$ cat src/rtl/pc_sequencer.sv
// Fetch-stage program-counter sequencer: hold / advance / redirect plus imem handshake.
// Optional build macro PC_SEQ_FETCH_CNT_EN adds a saturating fetch_count output.
module pc_sequencer #(
   parameter int unsigned     PC_W      = 10,
   parameter logic [PC_W-1:0] RESET_VEC = PC_W'(10'h000),
   parameter logic [PC_W-1:0] TRAP_VEC  = PC_W'(10'h3F0)
) (
   input  logic            clk,
   input  logic            reset,
   output logic            imem_req,
   output logic [PC_W-1:0] imem_addr,
   input  logic            imem_ack,
   input  logic            stall,
   input  logic            br_taken,
   input  logic [PC_W-1:0] br_target,
   input  logic            jmp,
   input  logic [PC_W-1:0] jmp_target,
   input  logic            trap,
   output logic [PC_W-1:0] pc,
   output logic [PC_W-1:0] pc_plus4,
   output logic            flush,
   output logic            misalign
`ifdef PC_SEQ_FETCH_CNT_EN
   ,
   output logic [15:0]     fetch_count
`endif
);

   localparam int unsigned CNT_W = 16;

   typedef enum logic [1:0] {
      BOOT     = 2'd0,
      FETCH    = 2'd1,
      REDIRECT = 2'd2
   } state_t;

   state_t          state;
   state_t          state_nxt;
   logic [PC_W-1:0] pc_nxt;
   logic            misalign_nxt;
   logic            imem_req_nxt;
   logic            flush_nxt;
   logic            redirect_c;
   logic [PC_W-1:0] target_c;

   assign pc_plus4  = pc + PC_W'(4);
   assign imem_addr = pc;

   // State, PC and state-decoded handshake outputs
   always_ff @(posedge clk or negedge reset) begin
      if (!reset) begin
         state    <= BOOT;
         pc       <= RESET_VEC;
         misalign <= 1'b0;
         imem_req <= 1'b0;
         flush    <= 1'b0;
      end else begin
         state    <= state_nxt;
         pc       <= pc_nxt;
         misalign <= misalign_nxt;
         imem_req <= imem_req_nxt;
         flush    <= flush_nxt;
      end
   end

   // Next-state / next-PC selection; trap > jmp > br_taken > stall > advance
   always_comb begin
      state_nxt    = state;
      pc_nxt       = pc;
      misalign_nxt = misalign;
      redirect_c   = 1'b0;
      target_c     = jmp ? jmp_target : br_target;

      case (state)
         BOOT: begin
            state_nxt = FETCH;
         end
         FETCH: begin
            if (trap) begin
               redirect_c = 1'b1;
               pc_nxt     = TRAP_VEC;
            end else if (jmp || br_taken) begin
               redirect_c = 1'b1;
               if (target_c[1:0] != 2'b00) begin
                  pc_nxt       = TRAP_VEC;
                  misalign_nxt = 1'b1;
               end else begin
                  pc_nxt = target_c;
               end
            end else if (stall) begin
               pc_nxt = pc;
            end else if (imem_ack) begin
               pc_nxt = pc_plus4;
            end
         end
         REDIRECT: begin
            state_nxt = FETCH;
            if (trap) begin
               redirect_c = 1'b1;
               pc_nxt     = TRAP_VEC;
            end
         end
         default: begin
            state_nxt = BOOT;
            pc_nxt    = RESET_VEC;
         end
      endcase

      if (redirect_c) begin
         state_nxt = REDIRECT;
      end

      // Outputs are registered copies of the next-state decode
      imem_req_nxt = (state_nxt == FETCH);
      flush_nxt    = (state_nxt == REDIRECT);
   end

`ifdef PC_SEQ_FETCH_CNT_EN
   logic cnt_inc_c;

   assign cnt_inc_c = (state == FETCH) && imem_ack && !redirect_c;

   // Saturating count of accepted, non-redirected fetch cycles
   always_ff @(posedge clk or negedge reset) begin
      if (!reset) begin
         fetch_count <= CNT_W'(0);
      end else if (cnt_inc_c && (fetch_count != {CNT_W{1'b1}})) begin
         fetch_count <= fetch_count + CNT_W'(1);
      end
   end
`endif

endmodule

$ cat config.mk
export PLATFORM = sky130hd
export DESIGN_NAME = pc_sequencer
export DESIGN_NICKNAME = d
export VERILOG_FILES = /design/src/rtl/pc_sequencer.sv
export SDC_FILE = /design/constraint.sdc
export NUM_CORES = 1
export LEC_CHECK = 0
export ABC_AREA = 1
export CELL_PAD_IN_SITES_DETAIL_PLACEMENT = 0
export CELL_PAD_IN_SITES_GLOBAL_PLACEMENT = 2
export CORE_AREA = 3 3 69 97
export CTS_CLUSTER_DIAMETER = 150
export CTS_CLUSTER_SIZE = 14
export DETAILED_ROUTE_END_ITERATION = 12
export DIE_AREA = 0 0 72 100
export PLACE_DENSITY_LB_ADDON = 0.1
export SLEW_MARGIN = 20
export SYNTH_ARGS = -nofsm -noshare
export SYNTH_HDL_FRONTEND = slang
export SYNTH_SLANG_ARGS = --single-unit
$ cat constraint.sdc
create_clock -name clk -period 2.65 [get_ports clk]
set_input_delay 0.795 -clock clk [delete_from_list [all_inputs] [get_ports clk]]
set_output_delay 0.795 -clock clk [all_outputs]
set_load 0.01 [all_outputs]
==> results of run 1 <==
-- timing repair --
action | 4_1_cts | 5_1_grt
setup buffers | 3 | 1
hold buffers | 0 | 0
endpoints found under the setup margin | 2 | 4
resized for setup | 3 | 5
pin swaps | 0 | 1
-- power by group through the flow --
stage | Clock [mW] | Sequential, mW | Combinational, mW
5_1_grt | 0.209 | 0.402 | 1.05
4_1_cts | 0.201 | 0.387 | 0.956
6_report | 0.185 | 0.388 | 0.939
3_3_place_gp | 0 | 0.392 | 0.952
2_1_floorplan | 0 | 0.401 | 0.554
3_5_place_dp | 0 | 0.393 | 0.941
-- final cells by class --
class	count	area (sq um)	area share (%)
clock buffers	4	45.0	2.25
inverters	30	113	5.63
flip-flops and latches	15	382	19.1
repair buffers	69	668	33.4
multi-input cells	143	704	35.2
well taps	70	87.6	4.38
-- cells by family after synthesis --
kind of cell | after synthesis | share of synthesized area, %
AOI/OAI and AO/OA | 7 | 4.19
DFF | 15 | 29.2
adders and majority gates | 5 | 4.87
and+or+nand+nor | 130 | 44.7
xor gates and xnor gates | 1 | 0.682
buffers and inverters | 43 | 16.4
-- sequential cells by signal (all words and copies together), names as in the netlist --
name / count
imem_addr: 10
state: 2
imem_req: 1
misalign: 1
flush: 1
-- worst max path at each step --
stage	end	slack, ps	cells past startpoint
global route	pc_plus4[7]	40	5
finish	pc_plus4[7]	140	5
CTS	pc_plus4[9]	2	6
floorplan	pc_plus4[8]	730	5
global placement	pc_plus4[8]	180	5
detailed placement	pc_plus4[8]	160	5
-- cell usage after synthesis --
cell / n
o21ai_0: 2
nand4_1: 1
dfrtp_1: 15
nand3_2: 1
nand2_2: 3
nand2_1: 87
nor2_4: 1
o21bai_1: 3
nand3_1: 15
xnor2_1: 1
a21oi_4: 1
ha_1: 5
inv_2: 3
inv_1: 26
nor2_8: 1
buf_4: 13
and2_1: 3
and2_0: 2
nand2_4: 2
o21ai_1: 1
clkinv_1: 1
nor2_1: 14
-- critical path, stage by stage (launching register included) --
cell and delay [ps]:
dfrtp_2 380, buf_4 120, nand3_1 110, o21bai_1 200
and2_1 150, clkdlybuf4s50_1 520
-- stage by stage --
step	utilization (%)	cell area, sq um	setup slack, ps
floorplan	-	1280	729
global placement	32.4	1910	178
detailed placement	32.4	1910	156
CTS	33.6	1980	1.67
global route	33.9	2000	44.2
finish	33.9	2000	137
-- per-layer routing --
| layer | wire length (um) | global-route usage, % | vias to the layer above | share of wire, % |
|---|---|---|---|---|
| li1 | - | - | 712 | - |
| met1 | 1510 | 12.5 | 565 | 41 |
| met2 | 1920 | 19.7 | 44 | 52 |
| met3 | 225 | 1.20 | 2 | 6.1 |
| met4 | 47 | 3.91 | 0 | 1.3 |
| met5 | 0 | 0 | - | 0 |
==> flow_metrics.env, run 1 <==
export IMPL_run_status="finished clean"
export IMPL_maxCapViolCount=0
export IMPL_drt_initial_drc_count=20
export IMPL_clockRootBuffer="clkbuf_8"
export IMPL_synth_distinct_cells=22
export IMPL_grt_max_degree=16
export IMPL_worstHoldStart="misalign"
export IMPL_overflow=0
export IMPL_path_class="reg -> out"
export IMPL_antenna_cells=0
export IMPL_post_place_cells=323
export IMPL_dpl_hpwl_mm=3.10
export IMPL_report_final_slew_viol_count=0
export IMPL_wl_mm=3.70
export IMPL_fin_setup_tns_ps=0
export IMPL_crit_path_end_kind="output port"
export IMPL_synth_nets=233
export IMPL_cts_tree="built"
export IMPL_period_minus_slack_ps=2510
export IMPL_synth_top_area_share_pct=29.2
export IMPL_core_area_sq_um=5900
export IMPL_avgSynthCellArea_sq_um=6.39
export IMPL_setup_viol=0
export IMPL_start_util_pct=21.8
export IMPL_r2r_end="imem_addr[3]"
export IMPL_die_w_um=72
export IMPL_syn2layout_area_growth_pct=55.6
export IMPL_netlist_top_cells_area="dfrtp_1 29%, nand2_1 25%, buf_4 7.6%, inv_1 7.6%, nand3_1 5.8%"
export IMPL_pwr_density_cell_nw_per_um2=756
export IMPL_track_usage_pct=10.7
export IMPL_period_share_pct=94.8
export IMPL_syn_inst=201
export IMPL_r2r_start="state[0]"
export IMPL_rows=33
export IMPL_reg2regPathDepth=9
export IMPL_clk_path_buf_depth=2
export IMPL_fmax_mhz=398
export IMPL_post_drt_via_cell_ratio=4.00
export IMPL_port_buffer_count=59
export IMPL_start_kind="flop"
export IMPL_antenna_found_initial=0
export IMPL_fillCellCount=670
export IMPL_arrival_ps=1720
export IMPL_relSlewSlack_pct=80.4
export IMPL_power_leakage_nw=0.990
export IMPL_cts_buffers=3
export IMPL_report_power_total_mw=1.51
export IMPL_grt_pass1_vias=1298
export IMPL_worst_clock_skew_ps=1.36
export IMPL_yosys_warnings=0
export IMPL_die_area_sq_um=7200
export IMPL_htreeDepth=1
export IMPL_ir_drop_mv=0.220
export IMPL_drtPass1Iterations=4
export IMPL_nets=294
export IMPL_power_frac_clock_pct=12.2
export IMPL_globalplace_congestion=0.706
export IMPL_combPwrFrac_pct=62.1
export IMPL_ios=60
export IMPL_ys_seq_elements=15
export IMPL_drc=0
export IMPL_hp_class="reg -> reg"
export IMPL_switching_share_pct=42.3
export IMPL_via_count=1323
export IMPL_final_antenna_net_count=0
export IMPL_p_switching_mw=0.639
export IMPL_synth_largest_area_cell="dfrtp_1"
export IMPL_crit_start="imem_addr[3]"
export IMPL_clock_latency_ps=240
export IMPL_grt_first_pass_wirelength_mm=6.07
export IMPL_rrSetupSlack_ps=1150
export IMPL_ys_seq_area_share_pct=29.2
export IMPL_die_h_um=100
export IMPL_layout_common_cells="87 x nand2_1, 58 x clkdlybuf4s50_1, 26 x inv_1"
export IMPL_clk_pin_slew_worst_paths_ps=60
export IMPL_hold_end="misalign"
export IMPL_wl_per_cell_um=11.2
export IMPL_fin_cells=331
export IMPL_cts_sinks=15
export IMPL_cellInternalPower_mw=0.872
export IMPL_hold_viol_final=0
export IMPL_crit_required_ps=1860
export IMPL_drive_gt1_share_pct=12.3
export IMPL_whs_ps=489
export IMPL_rsz0062_at_grt="no"
export IMPL_p_seq_share_pct=25.6
export IMPL_hold_path_depth=1
export IMPL_netlist_area_sq_um=1280
export IMPL_final_common_cell="nand2_1"
export IMPL_worst_pin_slew_ps=293
export IMPL_cp_max_fo=3
No activity file was read; power rests on OpenSTA's default activity.
==> run 2: changes to the inputs <==
CTS_CLUSTER_SIZE = 8   (was 14)
==> results of run 2 <==
No change in the layout: final DEF, timing and power equal those of run 1.
